$ cat config.mk
export PLATFORM = sky130hd
export DESIGN_NAME = arrow_sprite_renderer
export DESIGN_NICKNAME = d
export VERILOG_FILES = /design/src/rtl/arrow_sprite_renderer.sv
export SDC_FILE = /design/constraint.sdc
export NUM_CORES = 2
export LEC_CHECK = 0
export CORE_AREA = 2 2 646 648
export DETAILED_ROUTE_END_ITERATION = 7
export DIE_AREA = 0 0 648 650
export GPL_ROUTABILITY_DRIVEN = 0
export PLACE_DENSITY_LB_ADDON = 0.2
export REMOVE_ABC_BUFFERS = 1
export SETUP_SLACK_MARGIN = 0.4
export SYNTH_ARGS = -nofsm -noshare
export SYNTH_HDL_FRONTEND = slang
export SYNTH_SLANG_ARGS = --single-unit
export TNS_END_PERCENT = 20
$ cat constraint.sdc
create_clock -name Clk -period 54.3 [get_ports Clk]
set_clock_uncertainty 0.15 [all_clocks]
set_input_delay 5.43 -clock Clk [delete_from_list [all_inputs] [get_ports Clk]]
set_output_delay 5.43 -clock Clk [all_outputs]
set_load 0.05 [all_outputs]
$ cat src/rtl/arrow_sprite_renderer.sv
// Arrow sprite renderer.
// Draws a SIZE x SIZE bitmap sprite at a position supplied by the dropper. It
// also runs a small score FSM that flashes a highlight for FLASH_FRAMES frames
// and counts hits. The position and bitmap are latched once per frame at
// frame_start, so a mid-frame update from the dropper never tears the image.
// Pixel path: shadows -> stage 1 (box test, relative coords) -> stage 2
// (bitmap lookup). is_arrow therefore lags DrawX/DrawY by two clocks.

module arrow_sprite_renderer #(
    parameter int SIZE         = 40,
    parameter int FLASH_FRAMES = 8
) (
    input  logic                   Clk,
    input  logic                   Reset,
    input  logic                   frame_start,
    input  logic [9:0]             DrawX,
    input  logic [9:0]             DrawY,
    input  logic [9:0]             dropX,
    input  logic [9:0]             dropY,
    input  logic [SIZE*SIZE-1:0]   arrow,
    input  logic                   score,
    output logic                   is_arrow,
    output logic                   flash_on,
    output logic [7:0]             hits
);

    localparam int IDX_W = $clog2(SIZE * SIZE);
    localparam int REL_W = $clog2(SIZE);
    localparam int CNT_W = (FLASH_FRAMES > 1) ? $clog2(FLASH_FRAMES) : 1;

    typedef enum logic [1:0] {
        IDLE,
        FLASH,
        HOLD
    } score_state_t;

    // Frame-stable copies of the dropper's position and bitmap.
    logic [9:0]           sh_x;
    logic [9:0]           sh_y;
    logic [SIZE*SIZE-1:0] sh_arrow;

    // Stage 1 combinational results and their registers.
    logic             in_box_c;
    logic [REL_W-1:0] rel_x_c;
    logic [REL_W-1:0] rel_y_c;
    logic             in_box_d;
    logic [REL_W-1:0] rel_x_d;
    logic [REL_W-1:0] rel_y_d;

    // Bitmap index for stage 2.
    logic [IDX_W-1:0] pix_idx;

    // Score FSM state.
    score_state_t     state;
    logic [CNT_W-1:0] flash_cnt;

    // Latch the sprite position and bitmap once per frame, at vertical blank.
    // NOTE: every clocked register uses non-blocking assignments. Stage 1
    // below then sees the pre-update shadows in the load cycle, which is what
    // keeps the pixel sampled in that cycle on the old frame.
    always_ff @(posedge Clk or posedge Reset) begin
        if (Reset) begin
            sh_x     <= '0;
            sh_y     <= '0;
            sh_arrow <= '0;
        end else if (frame_start) begin
            sh_x     <= dropX;
            sh_y     <= dropY;
            sh_arrow <= arrow;
        end
    end

    // Box test done at 11 bits so that sh_x + SIZE can never wrap past 1023.
    // NOTE: every output gets a default first, so no path can infer a latch.
    always_comb begin
        in_box_c = ({1'b0, DrawX} >= {1'b0, sh_x}) &&
                   ({1'b0, DrawX} <  ({1'b0, sh_x} + 11'(SIZE))) &&
                   ({1'b0, DrawY} >= {1'b0, sh_y}) &&
                   ({1'b0, DrawY} <  ({1'b0, sh_y} + 11'(SIZE)));
        rel_x_c = '0;
        rel_y_c = '0;
        // Relative coordinates are kept only inside the box. This bounds the
        // stage-2 index to the bitmap (max SIZE*SIZE-1).
        if (in_box_c) begin
            rel_x_c = REL_W'(DrawX - sh_x);
            rel_y_c = REL_W'(DrawY - sh_y);
        end
    end

    // Stage 1 register: box hit and sprite-relative coordinates.
    always_ff @(posedge Clk or posedge Reset) begin
        if (Reset) begin
            in_box_d <= 1'b0;
            rel_x_d  <= '0;
            rel_y_d  <= '0;
        end else begin
            in_box_d <= in_box_c;
            rel_x_d  <= rel_x_c;
            rel_y_d  <= rel_y_c;
        end
    end

    // Row-major bitmap index: row * SIZE + col.
    assign pix_idx = IDX_W'(rel_y_d) * IDX_W'(SIZE) + IDX_W'(rel_x_d);

    // Stage 2 register: look up the bitmap bit for in-box pixels.
    always_ff @(posedge Clk or posedge Reset) begin
        if (Reset) begin
            is_arrow <= 1'b0;
        end else begin
            is_arrow <= in_box_d & sh_arrow[pix_idx];
        end
    end

    // Score FSM: count a hit once per rising score level, flash for
    // FLASH_FRAMES frames, then hold until score falls. flash_on is
    // registered together with the state.
    always_ff @(posedge Clk or posedge Reset) begin
        if (Reset) begin
            state     <= IDLE;
            flash_cnt <= '0;
            flash_on  <= 1'b0;
            hits      <= '0;
        end else if (frame_start) begin
            case (state)
                IDLE: begin
                    if (score) begin
                        state     <= FLASH;
                        flash_on  <= 1'b1;
                        flash_cnt <= CNT_W'(FLASH_FRAMES - 1);
                        hits      <= (hits == 8'hFF) ? hits : hits + 8'd1;
                    end
                end
                FLASH: begin
                    // score is ignored here, so the flash always runs its full length.
                    if (flash_cnt == '0) begin
                        state    <= HOLD;
                        flash_on <= 1'b0;
                    end else begin
                        flash_cnt <= flash_cnt - CNT_W'(1);
                    end
                end
                HOLD: begin
                    if (!score) begin
                        state <= IDLE;
                    end
                end
                default: begin
                    state    <= IDLE;
                    flash_on <= 1'b0;
                end
            endcase
        end
    end

endmodule

Word level (Yosys, flattened, before mapping)
Index checks and enable logic that the tools add are counted.
{"block": "op_classes", "mux": 14, "addsub": 7, "bitwise_logic": 3, "n_reduce_logical": 10, "multipliers": 1, "magnitude_cmp": 5, "eq_ne": 7}
{"operator": "$add 10x6->11 const B", "n": 2}
{"operator": "$lt 10x11->1", "n": 2}
{"operator": "$ge 10x10->1", "n": 2}
{"operator": "$reduce_and 4->1", "n": 4}
{"operator": "$lt 11x12->1 const B", "n": 1}
{"operator": "$mux 6", "n": 2}
{"operator": "$sub 6x6->6", "n": 2}
{"operator": "$add 11x6->11", "n": 1}
{"operator": "$bmux 1 s11", "n": 1}
{"operator": "$add 8x1->8 const B", "n": 1}
{"operator": "$eq 8x8->1 const B", "n": 1}
{"operator": "$mul 6x3->8 const B", "n": 1}
{"operator": "$ne 2x2->1 const B", "n": 4}
{"operator": "$mux 2", "n": 3}
{"operator": "$mux 3", "n": 2}
{"operator": "$pmux 2 s3", "n": 1}
{"operator": "$pmux 3 s2", "n": 1}
{"operator": "$logic_and 1x1->1", "n": 3}
{"operator": "$logic_not 3->1", "n": 1}
{"operator": "$mux 1", "n": 3}
{"operator": "$pmux 1 s3", "n": 1}
{"operator": "$sub 3x1->3 const B", "n": 1}
{"operator": "$eq 2x1->1 const B", "n": 1}
{"operator": "$eq 2x2->1 const B", "n": 1}
{"operator": "4 further kinds", "n": 5}
{"block": "word_totals", "elab_cells": 58, "register_bits": 1648, "in_bits": 1644, "output_inout_bits": 10}

Logic depth before layout (Yosys ltp)
{"block": "depth", "depth_word": 6, "ltp_mapped": 15, "ltp_nobuf": 13}

Least setup slack after synthesis
Ideal clock, no wire load.
{"block": "synth_timing", "path_type": "input port to flip-flop", "startpoint": "in DrawX[0]", "endpoint": "reg rel_x_d[3]", "stages": 14, "arrival_ns": 7.697, "n_path_buf": 1, "setup_ns": 0.136, "setup_slack_ns": 46.317, "required_time_ns": 54.014, "cell_sequence": "inv_1 -> ha_1 -> inv_1 -> fa_1 -> a21oi_1 -> o21ai_0 -> a21o_1 -> a21o_1 -> a21o_1 -> a21oi_1 -> nor2_1 -> a211oi_1 -> clkbuf_1 -> nor3_1"}
{"block": "synth_via", "elab_chain_len": 5, "word_cells_on_any_way": 7, "classes_between": "add/sub (1); order compare (2); mux (1); reduce/logical (3)"}
{"item": "start: declaration", "line": "16", "text": "input logic [9:0] DrawX,"}
{"item": "$lt 10x11->1 or $ge 10x10->1 (tied branches)", "line": "77, 76"}
{"item": "$logic_and 1x1->1", "line": "76", "text": "in_box_c = ({1'b0, DrawX} >= {1'b0, sh_x}) &&"}
{"item": "$logic_and 1x1->1", "line": "77", "text": "({1'b0, DrawX} < ({1'b0, sh_x} + 11'(SIZE))) &&"}
{"item": "$logic_and 1x1->1", "line": "78", "text": "({1'b0, DrawY} >= {1'b0, sh_y}) &&"}
{"item": "$mux 6 (*)", "line": "84", "text": "if (in_box_c) begin"}
{"item": "via rel_x_c[3]", "line": "44", "text": "logic [REL_W-1:0] rel_x_c;"}
{"item": "end signal: assignment", "line": "98", "text": "rel_x_d <= rel_x_c;"}
{"item": "end: declaration", "line": "47", "text": "logic [REL_W-1:0] rel_x_d;"}
The timed path passes the listed nets; every way through them passes the cells marked *.
A chain may end at the register's enable or synchronous reset.

==> out/results.env <==
ROOT_BUFFER='clkbuf_16'
DRTITER0DRC=2515
LAYOUT_WORST_PATH_CYCLE_SHARE_PCT=19.1
SEQ_AREA_UM2=41300
CRIT_PATH_END='sh_arrow[217]$_DFFE_PP0P_'
SYNTH.AREA.TOP_CELLS='dfrtp_1 (55%), mux2_2 (24%), mux4_2 (11%)'
CLOCK_INSERTION_DELAY_WORST_SKEW_NS=0.92
FP.DIEAREA_UM2=421000
SYN_AREA_PER_CELL_UM2=15.7
SETUP.REG_TO_REG.WORST_SLACK_NS=48.38
MAX_CAP_VIOL_COUNT=0
FIN_NETS=8148
SYNTH-MAIN-FF-CELL='dfrtp_1'
GROUTE.LAYER.MET1.USAGE_PCT=18.8
SHARE_OF_LAYOUT_CELLS_ABOVE_DRIVE_STRENGTH_1_PCT=37.3
ASYNC_FLOP_SHARE_PCT=100
REG2REGPATHDEPTH=11
TRITONCTS.NUM_BUFFERS=206
FINALHOLDVIOLATIONS=0
SYNTH_EDF_COUNT=0
TIMING.RR.END='is_arrow$_DFF_PP0_'
CELLLEAKAGEPOWER_nW=40.2
DETAIL_ROUTE.VIAS_PER_CELL=4.13
SYNTH_AREA_LEADER_CELL='dfrtp_1'
REGTOREGSTARTPOINT='rel_x_d[0]$_DFF_PP0_'
DETAILED_PLACE_HPWL_UM=269000
POWERDENSITY_nW_PER_UM2=33.3
MAX-CLOCK-PATH-BUFFERS=4
GR-USAGE-MET2_PCT=29.0
GLOBALROUTE.BUSIESTLAYER='met2'
GR-USAGE-MET3_PCT=4.60
DRT-WIRELENGTH-PER-CELL_UM=28.9
CRIT_START='Reset'
POSTROUTEANTENNANETS=0
CORE_REGION_AREA_UM2=415000
CP_MAX_FO=150
VERTICAL_DIE_DIMENSION_UM=650
DESIGN.PORTCOUNT=1654
RUN_STATUS='finished clean'
CRIT_PATH_START_KIND='input port'
GLOBALROUTETOTALUTIL_PCT=16.2
FIRSTDRTPASSITERS=6
HOLDPATHSTAGES=1
DRT_WL_TOTAL_UM=352000
POSTCTSHOLDBUFS=0
ROUTE.DETAILED.DRC=0
CTS_REPAIR_RESIZE_COUNT=0
DIE-WIDTH_UM=648
CLOCK_PIN_SLEW_ON_THE_WORST_SETUP_AND_HOLD_PATHS_NS=0.05
WORSTPATHREQUIRED_NS=55.02
HOLDCRITPATHCLASS='reg2reg'
TIMING.FINAL.CRIT_PERIOD_NS=10.36
SLEW_VIOLATIONS=0
TRITONCTS='done'
REPORT.FINAL.SETUP_VIOL=0
START_UTIL_PCT=18.2
FILLERS=42817
CTS_MAX_LEVEL=4
AREAGROWTHSYNTHTOFINISH_PCT=39.7
BUFFER_PORTS.INSERTED=1653
NUM_VIAS=50356
SYN_INST=4805
FIRST_GLOBAL_VIAS=54786
SYNTH_AREA_UM2=75500
CRITPATHARRIVALTIME_NS=11.08
ANTENNA_FOUND_INITIAL=309
VDD.IR_DROP.WORST_mV=0.0253
YOSYSWARNINGCOUNT=0
FP-ROW-COUNT=237
SYNTH_TOP_AREA_SHARE_PCT=54.6
POSTCTSSETUPBUFFERS=0
WORST_SLEW_PIN_SLEW_NS=1.29
YOSYSSEQAREASHARE_PCT=54.6
SYNTH_CELL_TYPES=68
SYNTH.FF_LATCH_COUNT=1648
TIMING.SETUP.CRITICAL_PATH_CLASS='in2async'
GRT_MAX_DEGREE=186
WORST_MAX_SLEW_MARGIN_EXPRESSED_RELATIVE_TO_THE_LIMIT_PCT=13.2
GRT_FIRST_PASS_WIRELENGTH_UM=474000
CLOCK.FMAX_MHz=96.5
MULTIINPUTGATEAREA_UM2=32600
CRIT_PATH_END_KIND='async pin'
CTS.SINKS=1648
GLOBALROUTEOVERFLOWTOTAL=0
RSZ_0062_RAISED_AFTER_GLOBAL_ROUTING='no'
FIN_SETUP_TNS_NS=0
HOLDWS_NS=0.350
## critical path, stage by stage
cell             delay [ns]
clkdlybuf4s50_1        0.52
inv_8                  0.45
buf_4                  0.63
buf_12                 0.54
buf_4                  0.80
buf_4                  0.74
buf_4                  0.69
buf_12                 0.66
## worst min path at each step
stage | start | end | slack (ns)
final | sh_arrow[1000]$_DFFE_PP0P_ | sh_arrow[1000]$_DFFE_PP0P_ | 0.35
after global routing | sh_arrow[174]$_DFFE_PP0P_ | sh_arrow[174]$_DFFE_PP0P_ | 0.36
after CTS | sh_arrow[766]$_DFFE_PP0P_ | sh_arrow[766]$_DFFE_PP0P_ | 0.35
after detailed placement | sh_arrow[277]$_DFFE_PP0P_ | sh_arrow[277]$_DFFE_PP0P_ | 0.34
after global placement | sh_arrow[718]$_DFFE_PP0P_ | sh_arrow[718]$_DFFE_PP0P_ | 0.33
after floorplan | sh_arrow[1545]$_DFFE_PP0P_ | sh_arrow[1545]$_DFFE_PP0P_ | 0.32
## state kept, by name (all words and copies together), names as in the netlist
name and count:
flash_on 1, is_arrow 1, rel_y_d 6, sh_y 10
rel_x_d 6, sh_x 10, state 2, in_box_d 1
sh_arrow 1600, hits 8, flash_cnt 3
## cells by family after synthesis
family                     synth area share, %
adders and majority gates                0.935
muxes                                     37.0
buffers and inverters                     2.45
DFF                                       54.6
and+or+nand+nor                           1.79
xor gates and xnor gates                 0.438
AOI/OAI and AO/OA                         2.77
## final cells by class
| type | count | share of cell area [%] |
|---|---|---|
| Clock inverter | 73 | 0.916 |
| Tap cell | 5497 | 6.52 |
| Multi-Input combinational cell | 2792 | 30.9 |
| Clock buffer | 297 | 5.63 |
| Timing Repair Buffer | 1765 | 16.6 |
| Inverter | 37 | 0.148 |
| Sequential cell | 1648 | 39.1 |
| Antenna cell | 74 | 0.176 |
## power by group
part,internal [mW],leakage [nW],total [mW],switching [mW]
Sequential,1.35,19.3,1.43,0.0742
Clock,0.830,3.39,1.43,0.597
Combinational,0.344,17.5,0.662,0.318
Total,2.53,40.2,3.52,0.988
## Yosys cell counts (26+ instances only)
library cell / instances
mux2i_1: 112
a221oi_1: 27
o21ai_0: 53
xnor2_1: 26
dfrtp_1: 1648
clkbuf_1: 221
a21oi_1: 56
a22oi_1: 49
mux2_2: 1608
buf_6: 29
nor2_1: 41
mux4_2: 383
nand3_1: 49
ha_1: 50
nand2_1: 106
buf_2: 41
inv_1: 36
## cells in the final DEF (no fill, tap or decap), drive strengths merged, types with 14 or more instances in the layout
cell type / Yosys / layout
o22ai: 16 / 16
clkinv: 1 / 40
xnor2: 26 / 26
nor3: 24 / 24
mux2i: 112 / 112
bufinv: 0 / 14
clkbuf: 221 / 297
ha: 50 / 50
mux2: 1608 / 1608
mux4: 386 / 386
a22oi: 49 / 49
a21oi: 56 / 56
nand2: 106 / 106
a221oi: 27 / 27
a21o: 14 / 14
nor2: 41 / 41
a31oi: 18 / 18
clkdlybuf4s50: 0 / 1652
diode: 0 / 74
nand3: 49 / 49
a211oi: 17 / 17
inv: 36 / 50
o21ai: 54 / 54
nor2b: 14 / 14
buf: 107 / 113
dfrtp: 1648 / 1648
nand4: 14 / 14
## layer usage
metal	vias up	part of all wire [%]
met1	26403	39
met4	166	2.7
met3	706	6.7
met2	1582	51
met5	-	0.30
li1	21499	-
## metrics by stage
stage / setup slack [ns] / utilization (%) / instances / instance area [um2] / power (mW)
floorplan: 2.21 / - / 4477 / 73800 / 1.80
global placement: 42.94 / 23.7 / 11739 / 98400 / 2.12
detailed placement: 42.86 / 23.7 / 11739 / 98400 / 2.14
CTS: 43.88 / 25.4 / 12109 / 105000 / 3.60
global route: 43.16 / 25.4 / 12151 / 105000 / 3.68
finish: 43.94 / 25.4 / 12183 / 105000 / 3.52
Power figures use the tool's default switching activity.
